File: config.mk
export PLATFORM = sky130hd
export DESIGN_NAME = operand_byte_sender
export DESIGN_NICKNAME = d
export VERILOG_FILES = /design/src/rtl/operand_byte_sender.sv
export SDC_FILE = /design/constraint.sdc
export NUM_CORES = 1
export LEC_CHECK = 0
export ABC_AREA = 1
export BUFFER_PORTS_ARGS = -buffer_cell sky130_fd_sc_hd__buf_2
export CELL_PAD_IN_SITES_DETAIL_PLACEMENT = 0
export CELL_PAD_IN_SITES_GLOBAL_PLACEMENT = 1
export CORE_MARGIN = 1.5
export CORE_UTILIZATION = 36
export CTS_CLUSTER_SIZE = 8
export DETAILED_ROUTE_END_ITERATION = 10
export GPL_TIMING_DRIVEN = 0
export PLACE_DENSITY = 0.87
export SLEW_MARGIN = 15
export SYNTH_ARGS = -nofsm -noshare
export SYNTH_HDL_FRONTEND = slang
export SYNTH_SLANG_ARGS = --single-unit
File: constraint.sdc
create_clock -name clk -period 1.51 [get_ports clk]
set_input_delay 0.151 -clock clk [delete_from_list [all_inputs] [get_ports clk]]
set_output_delay 0.151 -clock clk [all_outputs]
set_load 0.005 [all_outputs]
File: src/rtl/operand_byte_sender.sv
// operand_byte_sender: sends {opB,opA} as eight LSB-first bytes with enter strobes, then waits for ready_in; ports clk, reset, start, opA, opB, ready_in -> busy, byte_out, byte_idx, enter_pulse, done, timeout
module operand_byte_sender #(
  parameter int GAP = 2,
  parameter int TIMEOUT = 1000
) (
  input  logic        clk,
  input  logic        reset,
  input  logic        start,
  input  logic [31:0] opA,
  input  logic [31:0] opB,
  input  logic        ready_in,
  output logic        busy,
  output logic [7:0]  byte_out,
  output logic [2:0]  byte_idx,
  output logic        enter_pulse,
  output logic        done,
  output logic        timeout
);
  typedef enum logic [2:0] {IDLE, HOLD, STROBE, WAIT_READY, FINISH} state_t;
  state_t state, state_n;
  logic [63:0] shreg, shreg_n;
  logic [2:0] idx, idx_n;
  logic [7:0] gcnt, gcnt_n;
  logic [15:0] tcnt, tcnt_n;
  logic done_n, timeout_n;
  always_comb begin
    state_n = state;
    shreg_n = shreg;
    idx_n = idx;
    gcnt_n = gcnt;
    tcnt_n = tcnt;
    done_n = 1'b0;
    timeout_n = timeout;
    case (state)
      IDLE: if (start) begin
        state_n = HOLD;
        shreg_n = {opB, opA};
        idx_n = 3'd0;
        gcnt_n = 8'(GAP - 1);
        timeout_n = 1'b0;
      end
      HOLD: if (gcnt == 8'd0) state_n = STROBE; else gcnt_n = gcnt - 8'd1;
      STROBE: if (idx == 3'd7) begin
        state_n = WAIT_READY;
        tcnt_n = 16'(TIMEOUT - 1);
      end else begin
        state_n = HOLD;
        shreg_n = shreg >> 8;
        idx_n = idx + 3'd1;
        gcnt_n = 8'(GAP - 1);
      end
      WAIT_READY: if (ready_in) begin
        state_n = FINISH;
        done_n = 1'b1;
      end else if (tcnt == 16'd0) begin
        state_n = FINISH;
        timeout_n = 1'b1;
      end else tcnt_n = tcnt - 16'd1;
      FINISH: begin
        state_n = IDLE;
        shreg_n = '0;
        idx_n = 3'd0;
      end
      default: state_n = IDLE;
    endcase
  end
  always_ff @(posedge clk) begin
    if (reset) begin
      state <= IDLE;
      shreg <= '0;
      idx <= 3'd0;
      gcnt <= 8'd0;
      tcnt <= 16'd0;
      done <= 1'b0;
      timeout <= 1'b0;
    end else begin
      state <= state_n;
      shreg <= shreg_n;
      idx <= idx_n;
      gcnt <= gcnt_n;
      tcnt <= tcnt_n;
      done <= done_n;
      timeout <= timeout_n;
    end
  end
  assign busy = state != IDLE;
  assign enter_pulse = state == STROBE;
  assign byte_out = shreg[7:0];
  assign byte_idx = idx;
endmodule
Yosys cells after proc, flatten, opt, wreduce, memory -nomap -nowiden --
Cells that the tools add are included.
Storage, ports and cells: register bits 96, logic and storage cells 64, output and inout port bits 15, bits of input ports 68
Operators by class: add/sub/neg operators 3, muxes and demuxes 25, reduce and logical (&&, ||, !) cells 14, equal/unequal tests 14, bitwise gates (word level) 1
Operators with widths (count):
- one-hot mux 64 bit (3 select lines) | 1
- two-way mux 64 bit | 2
- two-way mux 16 bit | 3
- one-hot mux 16 bit (2 select lines) | 1
- two-way mux 8 bit | 3
- one-hot mux 8 bit (3 select lines) | 1
- two-way mux 3 bit | 6
- logical NOT 16 bit | 1
- subtractor 16 x 1 -> 16 bit (second input constant) | 1
- != test 2 bit (second input constant) | 7
- one-hot mux 3 bit (4 select lines) | 1
- AND reduction 4 bit | 3
- one-hot mux 3 bit (3 select lines) | 1
- nonzero test 3 bit | 3
- logical NOT 8 bit | 1
- subtractor 8 x 1 -> 8 bit (second input constant) | 1
- == test 3 x 2 -> 1 bit (second input constant) | 2
- == test 3 bit (second input constant) | 2
- AND reduction 3 bit | 2
- two-way mux 1 bit | 4
- nonzero test 2 bit | 2
- adder 3 x 1 -> 3 bit (second input constant) | 1
- == test 3 x 1 -> 1 bit (second input constant) | 1
- logical NOT 3 bit | 1
- other kinds (6) | 6

Depth between registers and ports, before layout --
depth in word-level cells 4, mapped depth 11, mapped depth without buffers 11

Least setup slack after synthesis --
No wires, ideal clock.
path kind reg-to-reg, start point register idx[0], in the netlist byte_idx[0], end point register idx[0], in the netlist byte_idx[0], period minus slack after synthesis 1464 ps, stages on the path, launching flop included 9, path slack 46 ps, data arrival time 1350 ps, library setup time 114 ps, required time 1396 ps, path buffers 2, cells stage by stage dfxtp_1 ha_1 ha_1 nand2_4 nand4_4 buf_6 buf_6 a21oi_1 nor2_1
On the way: longest elaborated chain between the ends 3, elaborated cells between the ends (all ways) 6, classes of those cells add/sub: 1; eq/ne: 2; mux: 2; reduce/logical: 1
Ends and longest elaborated chain:
- from (decl) | line 22 | logic [2:0] idx, idx_n;
- from (signal assigned) | line 79 | idx <= idx_n;
- adder 3 x 1 -> 3 bit / == test 3 bit (equally long branches) | line 49, 43
- two-way mux 3 bit / != test 2 bit (equally long branches)
- one-hot mux 3 bit (3 select lines) / AND reduction 3 bit (equally long branches)
Several ways; a longest one is shown, not always the timed one. The select of a mux whose other input is x is not followed. A chain may end at the register's enable or synchronous reset.

Worst setup path after layout --
start point register idx[1], in the netlist byte_idx[1], end point register idx[0], in the netlist byte_idx[0]
On the way: longest elaborated chain between the ends 3
Ends and longest elaborated chain:
- == test 3 bit | line 43 | STROBE: if (idx == 3'd7) begin
- != test 2 bit (no line)
- AND reduction 3 bit (no line)
Every way passes these cells.

==> flow_summary.toml <==
[pwr]
internal_power_mw = 6.240
p_comb_frac = 0.354
power_switching_mw = 3.125
pwr-share-seq = 0.340
clockPowerShare = 0.306
netSwitchingFraction = 0.3337
p_leak_nw = 2.933
ir_worst_vdd_mv = 0.7442
power_density_mw_per_mm2 = 1380

[timing]
setup_viol = 6
setup_ws_ns = -0.02313
period_minus_slack_ns = 1.533
tightest_slew_ns = 0.7005
fin_crit_sh = 1.015
fin_setup_tns_ns = -0.05959
maxSlewViolCount = 0
fin_worst_skew_ns = 0.006924
finalHoldViolCount = 0
max_freq_ghz = 0.6523
slew_headroom = 0.5330
rsz0062_at_grt = "yes"

[floorplan]
initial_core_util = 0.3732
coreArea_mm2 = 0.01345
io-pin-count = 83
die_area_mm2 = 0.01467
die_h_um = 121.1
die-width_um = 121.1
core.rowCount = 42

[place]
io_buffer_count = 82
hpwl_mm = 9.320
gp_congestion = 0.7856
place_ws_ns = -0.2937

[synthesis]
ys_types = 30
synthTopCellsByArea = "dfxtp_1 (38%), o21ai_0 (13%), a21oi_1 (8.6%)"
synthArstFlopShare = 0
netlist_top_cells_count = "o21ai_0 (131), inv_1 (100), dfxtp_1 (96)"
netlist_area_mm2 = 0.005021
syn_nets = 803
postSynthAreaPerCell_um2 = 6.878
yosysSeqAreaShare = 0.3828
synth-seq-cells = 96
synth_top_cell_by_area = "dfxtp_1"
synth_top_area_share = 0.3828
syn_inst = 730
synth_edf_count = 0
synth_most_common_cell = "o21ai_0"
ys.flop_type = "dfxtp_1"
yosysWarnings = 0

[global_route]
grt_overflow_total = 0
grt_pass1_vias = 4748
antenna_found_initial = 0
grt_pass1_wl_mm = 22.21
grt_use_total = 0.1912
grt_max_degree = 19

[worst_setup_path]
crit_path_cell_trace = "ha_4, ha_4, nand2_8, nand4_4, buf_8, buf_8, a21oi_2, nor2_1"
start_kind = "flop"
reg2reg_from = "byte_idx[1]"
cp.arrival_ns = 1.78
crit_family = "flip-flops"
crit_path_end_kind = "flop"
slowest_stage = "dfxtp_2"
rr_endpoint = "byte_idx[0]"
crit_required_ns = 1.76
critical_path_buf_inv_count = 2
ff2ff_setup_slack_ns = -0.02
critPathMaxStageDelay_ns = 0.34
path_class = "reg -> reg"
reg2regPathDepth = 8
cp_max_fo = 7
cp.depth = 8

[worst_hold_path]
hp-class = "in -> reg"
whs_path_depth = 3
hold_path_end = "done"
holdCritStartpoint = "ready_in"

[clock_network]
insertion_delay_ns = 0.35
cts-buffers-inserted = 9
cts.sinks = 96
htreeDepth = 3
clockBufferDepth = 2
clockRootBuffer = "clkbuf_16"
cts_tree = "done"
path_clk_slew_ns = 0.07

[drt]
ant_nets = 0
viasPerCell = 4.837
firstDrtPassIters = 4
drc = 0
wire_per_inst_um = 13.44
detail_route.iter0.violations = 250
drt_wl_total_mm = 13.89
vias = 4997

[status]
violations = "negative setup slack"
status = "finished, violations left"

[flow_run]
cap_violations = 0

[layout]
drive_above_1_share = 0.3104
fillers = 1372
areaGrowthSynthToFinish_pct = 35.16
num_antenna_cells = 0
final_nets = 925
-- layout make-up --
class                           instances  area [µm²]  area share
Tap cell                              176       220.2     0.03245
Clock inverter                          6       137.6     0.02028
Inverter                              104       397.9     0.05863
Multi-Input combinational cell        480        2759      0.4065
Buffer                                 51       417.9     0.06158
Clock buffer                           10       239.0     0.03521
Sequential cell                        96        1944      0.2865
Timing Repair Buffer                  110       670.6     0.09882
-- worst reg2reg max path, stage by stage, from the launching register on --
cell	delay (ns)
dfxtp_2	0.34
ha_4	0.16
ha_4	0.17
nand2_8	0.09
nand4_4	0.17
buf_8	0.21
buf_8	0.13
a21oi_2	0.10
nor2_1	0.05
-- power groups by stage --
stage                     clock [mW]  sequential (mW)  combinational (mW)
after global routing            3.00             3.23                3.71
final                           2.86             3.18                3.32
after CTS                       2.91             3.18                2.80
after global placement             0             3.21                2.49
after floorplan                    0             3.18                1.86
after detailed placement           0             3.22                2.51
-- repair_timing --
item | in CTS | in global routing
gates resized for setup | 85 | 143
cloned | 4 | 2
setup endpoints to repair | 91 | 92
setup buffers | 14 | 10
pin swaps | 15 | 26
hold buffers | 0 | 0
-- flip-flops by register name, summed over array words and instances (netlist names) --
signal    flops
byte_idx      3
tcnt         16
timeout       1
shreg        64
state         3
done          1
gcnt          8
-- cells in the final DEF, fill, tap and decap left out, types with 17 or more instances in the layout --
cell type,Yosys,layout
inv_1,100,94
buf_6,8,17
dfxtp_1,96,84
buf_4,11,34
nand3_1,24,24
a21oi_1,86,50
o21ai_0,131,65
nand2_1,86,81
o21ai_1,48,106
a21oi_2,0,36
nor2_1,56,47
buf_2,12,86
-- routing by layer --
layer	part of all wire	global-route usage
met3	0.041	0.04135
met2	0.46	0.3146
met4	0.018	0.05956
met1	0.48	0.2501
met5	0	0
-- worst max path at each step --
| stage | from | endpoint | slack, ns |
|---|---|---|---|
| after floorplan | byte_idx[0] | byte_idx[0] | 0.05 |
| after global placement | state[1] | shreg[38] | -0.27 |
| after detailed placement | state[1] | shreg[39] | -0.29 |
| after CTS | byte_idx[1] | byte_idx[0] | -0.003 |
| after global routing | tcnt[1] | tcnt[13] | -0.09 |
| final | byte_idx[1] | byte_idx[0] | -0.02 |
-- logic make-up (layout without fill, tap and decap cells) --
logic type / after synthesis / count (layout) / share of synthesized area
xor+xnor: 5 / 5 / 0.008721
fa+ha+maj: 5 / 5 / 0.01246
simple gates: 201 / 203 / 0.1881
flops: 96 / 96 / 0.3828
buf+inv: 156 / 281 / 0.1400
compound gates: 267 / 267 / 0.2679
-- per-stage QoR --
| stage | hold WS (ns) | util | total power [mW] | cell area [µm²] | instances |
|---|---|---|---|---|---|
| after global placement | 0.4351 | 0.4201 | 5.694 | 5652 | 988 |
| after floorplan | 0.2940 | - | 5.047 | 5021 | 730 |
| after CTS | 0.06036 | 0.4732 | 8.882 | 6366 | 1021 |
| after global routing | 0.09107 | 0.5045 | 9.943 | 6787 | 1033 |
| after detailed placement | 0.4383 | 0.4201 | 5.732 | 5652 | 988 |
| final | 0.06350 | 0.5045 | 9.365 | 6787 | 1033 |
Power figures use the tool's default switching activity.
